**src/rtl/pipe_ctrl_pkg.sv**
```systemverilog
// Shared types and defaults for the pipeline control block.
package pipe_ctrl_pkg;

  typedef enum logic [1:0] {
    RUN      = 2'd0,
    MEM_WAIT = 2'd1,
    ABORT    = 2'd2
  } ctrl_state_e;

  localparam int TIMEOUT_CYC_DEF = 255;
  localparam int CNT_W_DEF       = 16;

endpackage

```
**src/rtl/pipe_hazard_det.sv**
```systemverilog
// Load-use hazard comparator between the load in EX and the sources of the instruction in ID.
module pipe_hazard_det (
  input  logic [4:0] i_rs1_addr,
  input  logic [4:0] i_rs2_addr,
  input  logic [4:0] i_rd_addr,
  input  logic       i_is_load,
  input  logic       i_rd_wren,
  output logic       o_load_use
);

  logic rd_live_s;
  logic src_match_s;

  // x0 is hardwired to zero, so a load targeting it can never create a dependency.
  always_comb begin
    rd_live_s   = i_is_load & i_rd_wren & (i_rd_addr != 5'd0);
    src_match_s = (i_rd_addr == i_rs1_addr) | (i_rd_addr == i_rs2_addr);
    o_load_use  = rd_live_s & src_match_s;
  end

endmodule

```
**src/rtl/pipe_ctrl.sv**
```systemverilog
// Pipeline stall/flush controller: memory-wait FSM with timeout, load-use and branch handling.
module pipe_ctrl
  import pipe_ctrl_pkg::*;
#(
  parameter int TIMEOUT_CYC = TIMEOUT_CYC_DEF,
  parameter int CNT_W       = CNT_W_DEF
) (
  input  logic             i_clk,
  input  logic             i_rst,
  input  logic [4:0]       i_id_rs1_addr,
  input  logic [4:0]       i_id_rs2_addr,
  input  logic [4:0]       i_ex_rd_addr,
  input  logic             i_ex_is_load,
  input  logic             i_ex_rd_wren,
  input  logic             i_ex_br_taken,
  input  logic             i_mem_req,
  input  logic             i_mem_ack,
  output logic             o_pc_en,
  output logic             o_ifid_en,
  output logic             o_ifid_flush,
  output logic             o_idex_en,
  output logic             o_idex_flush,
  output logic             o_exmem_en,
  output logic             o_memwb_sel,
  output logic             o_mem_timeout,
  output logic [CNT_W-1:0] o_stall_cnt
);

  localparam int WAIT_W = (TIMEOUT_CYC > 1) ? $clog2(TIMEOUT_CYC) : 1;
  localparam logic [WAIT_W-1:0] WAIT_LAST = WAIT_W'(TIMEOUT_CYC - 1);
  localparam logic [CNT_W-1:0]  CNT_MAX   = {CNT_W{1'b1}};

  ctrl_state_e       state_r;
  ctrl_state_e       state_nxt_s;
  logic [WAIT_W-1:0] wait_cnt_r;
  logic [WAIT_W-1:0] wait_nxt_s;
  logic [CNT_W-1:0]  stall_cnt_r;
  logic              load_use_s;
  logic              mem_stall_s;

  pipe_hazard_det u_hazard (
    .i_rs1_addr (i_id_rs1_addr),
    .i_rs2_addr (i_id_rs2_addr),
    .i_rd_addr  (i_ex_rd_addr),
    .i_is_load  (i_ex_is_load),
    .i_rd_wren  (i_ex_rd_wren),
    .o_load_use (load_use_s)
  );

  // Next-state and wait-counter logic; the counter is only meaningful inside MEM_WAIT.
  always_comb begin
    state_nxt_s = state_r;
    wait_nxt_s  = {WAIT_W{1'b0}};
    case (state_r)
      RUN: begin
        if (i_mem_req && !i_mem_ack) begin
          state_nxt_s = MEM_WAIT;
        end else begin
          state_nxt_s = RUN;
        end
      end
      MEM_WAIT: begin
        if (i_mem_ack) begin
          state_nxt_s = RUN;
        end else if (wait_cnt_r == WAIT_LAST) begin
          state_nxt_s = ABORT;
        end else begin
          state_nxt_s = MEM_WAIT;
          wait_nxt_s  = wait_cnt_r + WAIT_W'(1);
        end
      end
      ABORT:   state_nxt_s = RUN;
      default: state_nxt_s = RUN;
    endcase
  end

  // State and wait-counter registers.
  always_ff @(posedge i_clk) begin
    if (i_rst) begin
      state_r    <= RUN;
      wait_cnt_r <= {WAIT_W{1'b0}};
    end else begin
      state_r    <= state_nxt_s;
      wait_cnt_r <= wait_nxt_s;
    end
  end

  // Output decode in priority order: reset, memory stall, abort, branch, load-use, normal.
  always_comb begin
    mem_stall_s   = ((state_r == RUN) && i_mem_req && !i_mem_ack) ||
                    ((state_r == MEM_WAIT) && !i_mem_ack);
    o_pc_en       = 1'b1;
    o_ifid_en     = 1'b1;
    o_ifid_flush  = 1'b0;
    o_idex_en     = 1'b1;
    o_idex_flush  = 1'b0;
    o_exmem_en    = 1'b1;
    o_memwb_sel   = 1'b0;
    o_mem_timeout = 1'b0;
    if (i_rst) begin
      o_pc_en      = 1'b0;
      o_ifid_en    = 1'b0;
      o_idex_en    = 1'b0;
      o_exmem_en   = 1'b0;
      o_ifid_flush = 1'b1;
      o_idex_flush = 1'b1;
      o_memwb_sel  = 1'b1;
    end else if (mem_stall_s) begin
      o_pc_en     = 1'b0;
      o_ifid_en   = 1'b0;
      o_idex_en   = 1'b0;
      o_exmem_en  = 1'b0;
      o_memwb_sel = 1'b1;
    end else if (state_r == ABORT) begin
      // The aborted access is dropped, but a resolving branch must still squash its shadow.
      o_memwb_sel   = 1'b1;
      o_mem_timeout = 1'b1;
      o_ifid_flush  = i_ex_br_taken;
      o_idex_flush  = i_ex_br_taken;
    end else if (i_ex_br_taken) begin
      o_ifid_flush = 1'b1;
      o_idex_flush = 1'b1;
    end else if (load_use_s) begin
      o_pc_en      = 1'b0;
      o_ifid_en    = 1'b0;
      o_idex_flush = 1'b1;
    end else begin
      o_pc_en = 1'b1;
    end
  end

  // Saturating count of frozen-PC cycles.
  always_ff @(posedge i_clk) begin
    if (i_rst) begin
      stall_cnt_r <= {CNT_W{1'b0}};
    end else if (!o_pc_en && (stall_cnt_r != CNT_MAX)) begin
      stall_cnt_r <= stall_cnt_r + CNT_W'(1);
    end else begin
      stall_cnt_r <= stall_cnt_r;
    end
  end

  assign o_stall_cnt = stall_cnt_r;

endmodule

```
**config.mk**
```make
export PLATFORM = sky130hd
export DESIGN_NAME = pipe_ctrl
export DESIGN_NICKNAME = d
export VERILOG_FILES = /design/src/rtl/pipe_ctrl_pkg.sv /design/src/rtl/pipe_hazard_det.sv /design/src/rtl/pipe_ctrl.sv
export SDC_FILE = /design/constraint.sdc
export NUM_CORES = 1
export LEC_CHECK = 0
export CORE_UTILIZATION = 41
export DETAILED_ROUTE_END_ITERATION = 6
export PLACE_DENSITY_LB_ADDON = 0.15
export SLEW_MARGIN = 20
export SYNTH_ARGS = -nofsm -noshare
export SYNTH_HDL_FRONTEND = slang
export SYNTH_HIERARCHICAL = 1
export SYNTH_SLANG_ARGS = --single-unit
export TNS_END_PERCENT = 50
```
**constraint.sdc**
```tcl
create_clock -name i_clk -period 2.4 [get_ports i_clk]
set_clock_uncertainty 0.2 [all_clocks]
set_input_delay 0.6 -clock i_clk [delete_from_list [all_inputs] [get_ports i_clk]]
set_output_delay 0.6 -clock i_clk [all_outputs]
set_load 0.1 [all_outputs]
```
==> flow_summary.json, run 1 <==
{
  "status": "finished, violations left",
  "violations": "negative setup slack",
  "max_freq_mhz": 373,
  "syn_nets": 191,
  "viasPerCell": 5.12,
  "num_antenna_cells": 0,
  "grt_usage_pct": 21.2,
  "detail-route-antenna-nets": 0,
  "port_buffers": 45,
  "pin_count": 46,
  "syn-instance-count": 166,
  "netlist_area_sq_mm": 0.00142,
  "synth_compound_area_share_pct": 12.6,
  "numCtsBuffers": 3,
  "cts_hold_buf": 0,
  "synth-seq-area-share_pct": 36.6,
  "critPathKind": "input port to output pin",
  "clock_tree.htree_level_count": 1,
  "leakage_uw": 0.000912,
  "synth_fa_ha_area_share_pct": 2.64,
  "syn_area_per_cell_sq_um": 8.57,
  "die_w_um": 60.9,
  "first_pass_iters": 4,
  "fp-row-count": 21,
  "arrival_ns": 1.88,
  "synth.area.mux_share_pct": 2.29,
  "max_cap_viol_count": 0,
  "clk_path_buf_depth": 2,
  "synth-edff-count": 0,
  "overflow": 0,
  "hold_viol": 0,
  "cts.sinks": 26,
  "synth_flop_cell": "dfxtp_1",
  "routed_wl_um": 3790,
  "cp.required_ns": 1.60,
  "crit_fanout": 2,
  "rsz0062_at_grt": "yes",
  "maxSlewHeadroom_pct": 72.5,
  "power.density_mw_per_mm2": 428,
  "antenna_found_initial": 0,
  "seq_power_share_pct": 46.6,
  "clk_latency_ns": 0.34,
  "worst_ir_drop_vdd_uv": 235,
  "startpoint_type": "input port",
  "initial_core_util_pct": 42.6,
  "hold_class": "flip-flop to flip-flop",
  "cts-root-buf": "clkbuf_4",
  "area_delta_synth_final_pct": 58.1,
  "final_nets": 257,
  "synth-simple-area-share_pct": 27.3,
  "synth_top_family_by_area": "simple AND/OR/NAND/NOR gates",
  "p_int_uw": 648,
  "switching_share_pct": 32.7,
  "vias": 1419,
  "cp-end-kind": "output pin",
  "drive_gt1_share_pct": 45.9,
  "min_period_ns": 2.68,
  "worst_slack_ns": -0.285,
  "drcViolationCount": 0,
  "grt_pass1_wl_um": 5820,
  "core_area_sq_mm": 0.00334,
  "ys_ff_latch": 26,
  "clk_pin_slew_worst_paths_ns": 0.14,
  "dpl.hpwl_um": 2820,
  "cts_tree": "done",
  "setup_violations": 6,
  "pwr-share-clk_pct": 24.2,
  "switchingPower_uw": 315,
  "worst_pin_slew_ns": 0.412,
  "drt_iter0_drc": 65,
  "yosysWarnings": 6,
  "synthArstFlopShare_pct": 0,
  "die_y_um": 60.9,
  "grt_pass1_vias": 1342,
  "grt_max_degree": 20,
  "slew_viol_final": 0,
  "synthXorXnorAreaFrac_pct": 14.8,
  "post-place-ws_ns": -0.738,
  "die_area_sq_mm": 0.00371,
  "synth.distinct_cells": 39,
  "pwr-share-comb_pct": 29.3,
  "wire_per_inst_um": 13.7,
  "fin_setup_tns_ns": -0.958,
  "finalCritPeriodShare_pct": 112,
  "gp_congestion": 0.842
}
==> cell families after synthesis <==
| family | count (synthesis) |
|---|---|
| mux | 3 |
| simple gates | 75 |
| xor+xnor | 24 |
| compound gates | 25 |
| fa+ha+maj | 3 |
| flops | 26 |
| buf+inv | 10 |
==> metal layers <==
layer | vias up | track usage [%] | part of all wire [%]
li1 | 718 | - | -
met1 | 668 | 23.3 | 42
met2 | 26 | 40.2 | 54
met3 | 7 | 2.13 | 1.8
met4 | 0 | 10.1 | 1.9
met5 | - | 0 | 0
==> worst max-delay path, stage by stage <==
cell,delay (ns)
buf_6,0.09
or4_4,0.52
o211ai_2,0.16
a21oi_2,0.07
nand3b_4,0.09
and2_4,0.18
buf_12,0.17
==> sequential cells by signal (all words and copies together), names as in the netlist <==
name         cells
o_stall_cnt     16
state_r          2
wait_cnt_r       8
==> synthesized netlist by cell type, types with 2 or more instances <==
library cell	number	area share, %
dfxtp_1	26	37
a21oi_1	8	2.8
a211oi_1	6	3.2
o31ai_1	3	1.6
xor2_1	11	6.8
a21o_1	2	1.1
a31o_2	2	1.2
nor3_1	3	1.1
buf_2	2	0.70
ha_1	3	2.6
and3_1	3	1.3
nand2_1	12	3.2
xnor2_1	13	8.0
buf_4	2	1.1
nor2_1	25	6.6
inv_1	3	0.79
nand4_1	4	1.8
clkbuf_1	2	0.53
nor2b_1	2	0.88
or4_1	4	2.1
nand3_1	12	4.2
==> power by group through the flow <==
stage	clock (uW)	sequential [uW]	combinational [uW]
floorplan	0	492	130
global placement	0	457	262
detailed placement	0	458	265
CTS	242	448	266
global route	254	450	296
finish	233	448	282
==> metrics by stage <==
step,utilization (%),total power (uW),instance area [sq um],hold slack [ns],std cells
after floorplan,-,622,1500,0.241,166
after global placement,62.7,720,2090,0.255,266
after detailed placement,62.7,723,2090,0.269,266
after CTS,65.0,957,2170,0.294,272
after global routing,67.4,1000,2250,0.331,277
final,67.4,963,2250,0.301,277
==> worst paths after layout <==
path	from	end	slack, ns	cells after the start
setup reg to reg	o_stall_cnt[0]	o_stall_cnt[7]	0.16	7
hold reg to reg	wait_cnt_r[7]	state_r[1]	0.30	2
hold / removal	wait_cnt_r[7]	state_r[1]	0.30	2
setup / recovery	i_ex_rd_addr[1]	o_pc_en	-0.28	7
==> timing repair <==
item,4_1_cts,5_1_grt
pin swaps,21,14
buffers inserted,2,6
setup endpoints to repair,24,21
gates resized for setup,59,15
==> area by class of cell <==
class | instances | area (sq um)
Clock buffer | 4 | 36.3
Multi-Input combinational cell | 130 | 963
Timing Repair Buffer | 68 | 641
Tap cell | 46 | 57.6
Sequential cell | 26 | 541
Fill cell | 279 | 1090
Inverter | 3 | 11.3
==> cells in the final DEF (no fill, tap or decap), drive strengths merged <==
| master | instances |
|---|---|
| buf | 57 |
| dfxtp | 26 |
| nor2 | 25 |
| xnor2 | 13 |
| nand2 | 12 |
| nand3 | 12 |
| xor2 | 11 |
| a21oi | 8 |
| a211oi | 7 |
| dlygate4sd2 | 5 |
| clkbuf | 5 |
| nand4 | 4 |
| and3 | 4 |
| or4 | 4 |
| inv | 3 |
| o31ai | 3 |
| ha | 3 |
| clkdlybuf4s50 | 3 |
| nor3 | 3 |
| nor2b | 2 |
| nand3b | 2 |
| a21o | 2 |
| a31o | 2 |
| and4 | 2 |
| mux2 | 2 |
| or2 | 1 |
| or2b | 1 |
| and2 | 1 |
| nor4bb | 1 |
| nand2b | 1 |
| a2111oi | 1 |
| o21ai | 1 |
| mux2i | 1 |
| dlymetal6s2s | 1 |
| clkdlybuf4s15 | 1 |
| o211ai | 1 |
Power figures use the tool's default switching activity.
==> inputs of run 2 (changes only) <==
Settings changed: CELL_PAD_IN_SITES_DETAIL_PLACEMENT set to 0, CELL_PAD_IN_SITES_GLOBAL_PLACEMENT set to 2, CORE_UTILIZATION 41 to 23.
==> flow_summary.json, run 2 (synthesis results as in run 1) <==
{
  "status": "finished, violations left",
  "violations": "negative setup slack",
  "cts.sinks": 26,
  "cts_hold_buf": 0,
  "hold_class": "flip-flop to flip-flop",
  "critPathKind": "input port to output pin",
  "max_freq_mhz": 372,
  "die_area_sq_mm": 0.00650,
  "routed_wl_um": 4110,
  "worst-path-buf-inv": 2,
  "final_cell_mix": "38 x buf_4, 23 x nor2_1, 16 x dfxtp_2",
  "drt_iter0_drc": 40,
  "startpoint_type": "input port",
  "area_delta_synth_final_pct": 68.6,
  "arrival_ns": 1.89,
  "critPathSlowestCell": "or4_4",
  "slowest_delay_ns": 0.52,
  "overflow": 0,
  "min_path_cells": 2,
  "worst_ir_drop_vdd_uv": 250,
  "min_period_ns": 2.69,
  "grt_max_degree": 20,
  "port_buffers": 45,
  "cp-end-kind": "output pin",
  "clk_latency_ns": 0.28,
  "finalCritPeriodShare_pct": 112,
  "detail-route-antenna-nets": 0,
  "rr_worst_depth": 7,
  "gp_congestion": 0.692,
  "clk_path_buf_depth": 2,
  "cp.required_ns": 1.60,
  "post_dp_cell_area_sq_mm": 0.00215,
  "power.density_mw_per_mm2": 464,
  "largest_register_ffs": 16,
  "final_cells": 309,
  "crit_path_cell_trace": "buf_6 > or4_4 > o211ai_2 > a21oi_2 > nand3b_4 > and2_4 > buf_12",
  "stdcell_area_sq_mm": 0.00240,
  "core_area_sq_mm": 0.00596,
  "grt_usage_pct": 13.1,
  "max_cap_viol_count": 0,
  "crit_fanout": 2,
  "maxSlewHeadroom_pct": 75.9,
  "antenna_found_initial": 0,
  "rsz0062_at_grt": "yes",
  "fill_cells": 633,
  "critPathTopFamily": "simple AND/OR/NAND/NOR gates",
  "worst_pin_slew_ns": 0.361,
  "final_nets": 260,
  "fp-row-count": 28,
  "die_y_um": 80.6,
  "clock_tree.htree_level_count": 1,
  "viasPerCell": 4.50,
  "pin_count": 46,
  "vias": 1392,
  "initial_core_util_pct": 23.9,
  "grt_pass1_vias": 1389,
  "dpl.hpwl_um": 3010,
  "leakage_uw": 0.000947,
  "slew_viol_final": 0,
  "clk_pin_slew_worst_paths_ns": 0.10,
  "first_pass_iters": 4,
  "dp.cells": 298,
  "wire_per_inst_um": 13.3,
  "worstSetupPathDepth": 7,
  "layout.cells.most_common": "buf_4",
  "grt_pass1_wl_um": 6600,
  "cts_tree": "done",
  "worst_slack_ns": -0.285,
  "cts-root-buf": "clkbuf_8",
  "drcViolationCount": 0,
  "drive_gt1_share_pct": 48.7,
  "numCtsBuffers": 3,
  "hold_viol": 0,
  "setup_violations": 12,
  "num_antenna_cells": 0,
  "die_w_um": 80.6
}
run 2: path summary, 6_finish.rpt:
check | from | to | slack (ns)
setup / recovery | i_ex_rd_addr[1] | o_ifid_en | -0.29
hold / removal | state_r[0] | state_r[1] | 0.28
setup reg to reg | o_stall_cnt[0] | o_stall_cnt[7] | 0.17
hold reg to reg | state_r[0] | state_r[1] | 0.28
run 2: layout make-up:
| type | count | area (sq um) | share of cell area [%] |
|---|---|---|---|
| multi-input combinational | 130 | 1010 | 42.3 |
| timing repair buffer | 71 | 667 | 27.8 |
| sequential | 26 | 541 | 22.5 |
| clock inverter | 1 | 30.0 | 1.25 |
| tap | 75 | 93.8 | 3.91 |
| inverter | 3 | 11.3 | 0.469 |
| clock buffer | 3 | 41.3 | 1.72 |
run 2: layer usage:
layer  up-vias  track usage [%]  share of wire, %
li1        714                -                 -
met1       657             15.3                42
met2        16             24.0                55
met3         5             2.05               2.2
met4         0             4.29               1.1
met5         -                0                 0
run 2: metrics by stage:
step	setup WS (ns)	hold slack, ns	total power (uW)	utilization, %	setup TNS, ns
after floorplan	-0.519	0.241	622	-	-2.13
after global placement	-0.747	0.259	727	36.1	-13.11
after detailed placement	-0.812	0.264	728	36.1	-13.86
after CTS	-0.295	0.282	1110	38.4	-1.21
after global routing	-0.353	0.318	1160	40.3	-3.31
final	-0.285	0.281	1110	40.3	-1.80
run 2: timing repair:
action                                  4_1_cts  5_1_grt
setup buffers                                 5        2
pin swaps                                    22       22
cloned                                        0        0
endpoints found under the setup margin       24       22
resized for setup                            59       24
run 2: worst min-delay path: stages, from the launching register on:
cell and delay [ns]:
dfxtp_1 0.35, nand2_1 0.06, nor2_1 0.04
run 2: where the power goes:
group,internal (uW),switching (uW),total (uW)
registers,439,9.72,448
clock network,224,156,380
logic,116,169,285
==> inputs of run 3 (changes only) <==
Settings changed: CELL_PAD_IN_SITES_DETAIL_PLACEMENT 0 to unset, CELL_PAD_IN_SITES_GLOBAL_PLACEMENT 2 to unset, CORE_UTILIZATION 23 to 41.
==> results of run 3 <==
No change in the layout: final DEF, timing and power equal those of run 1.
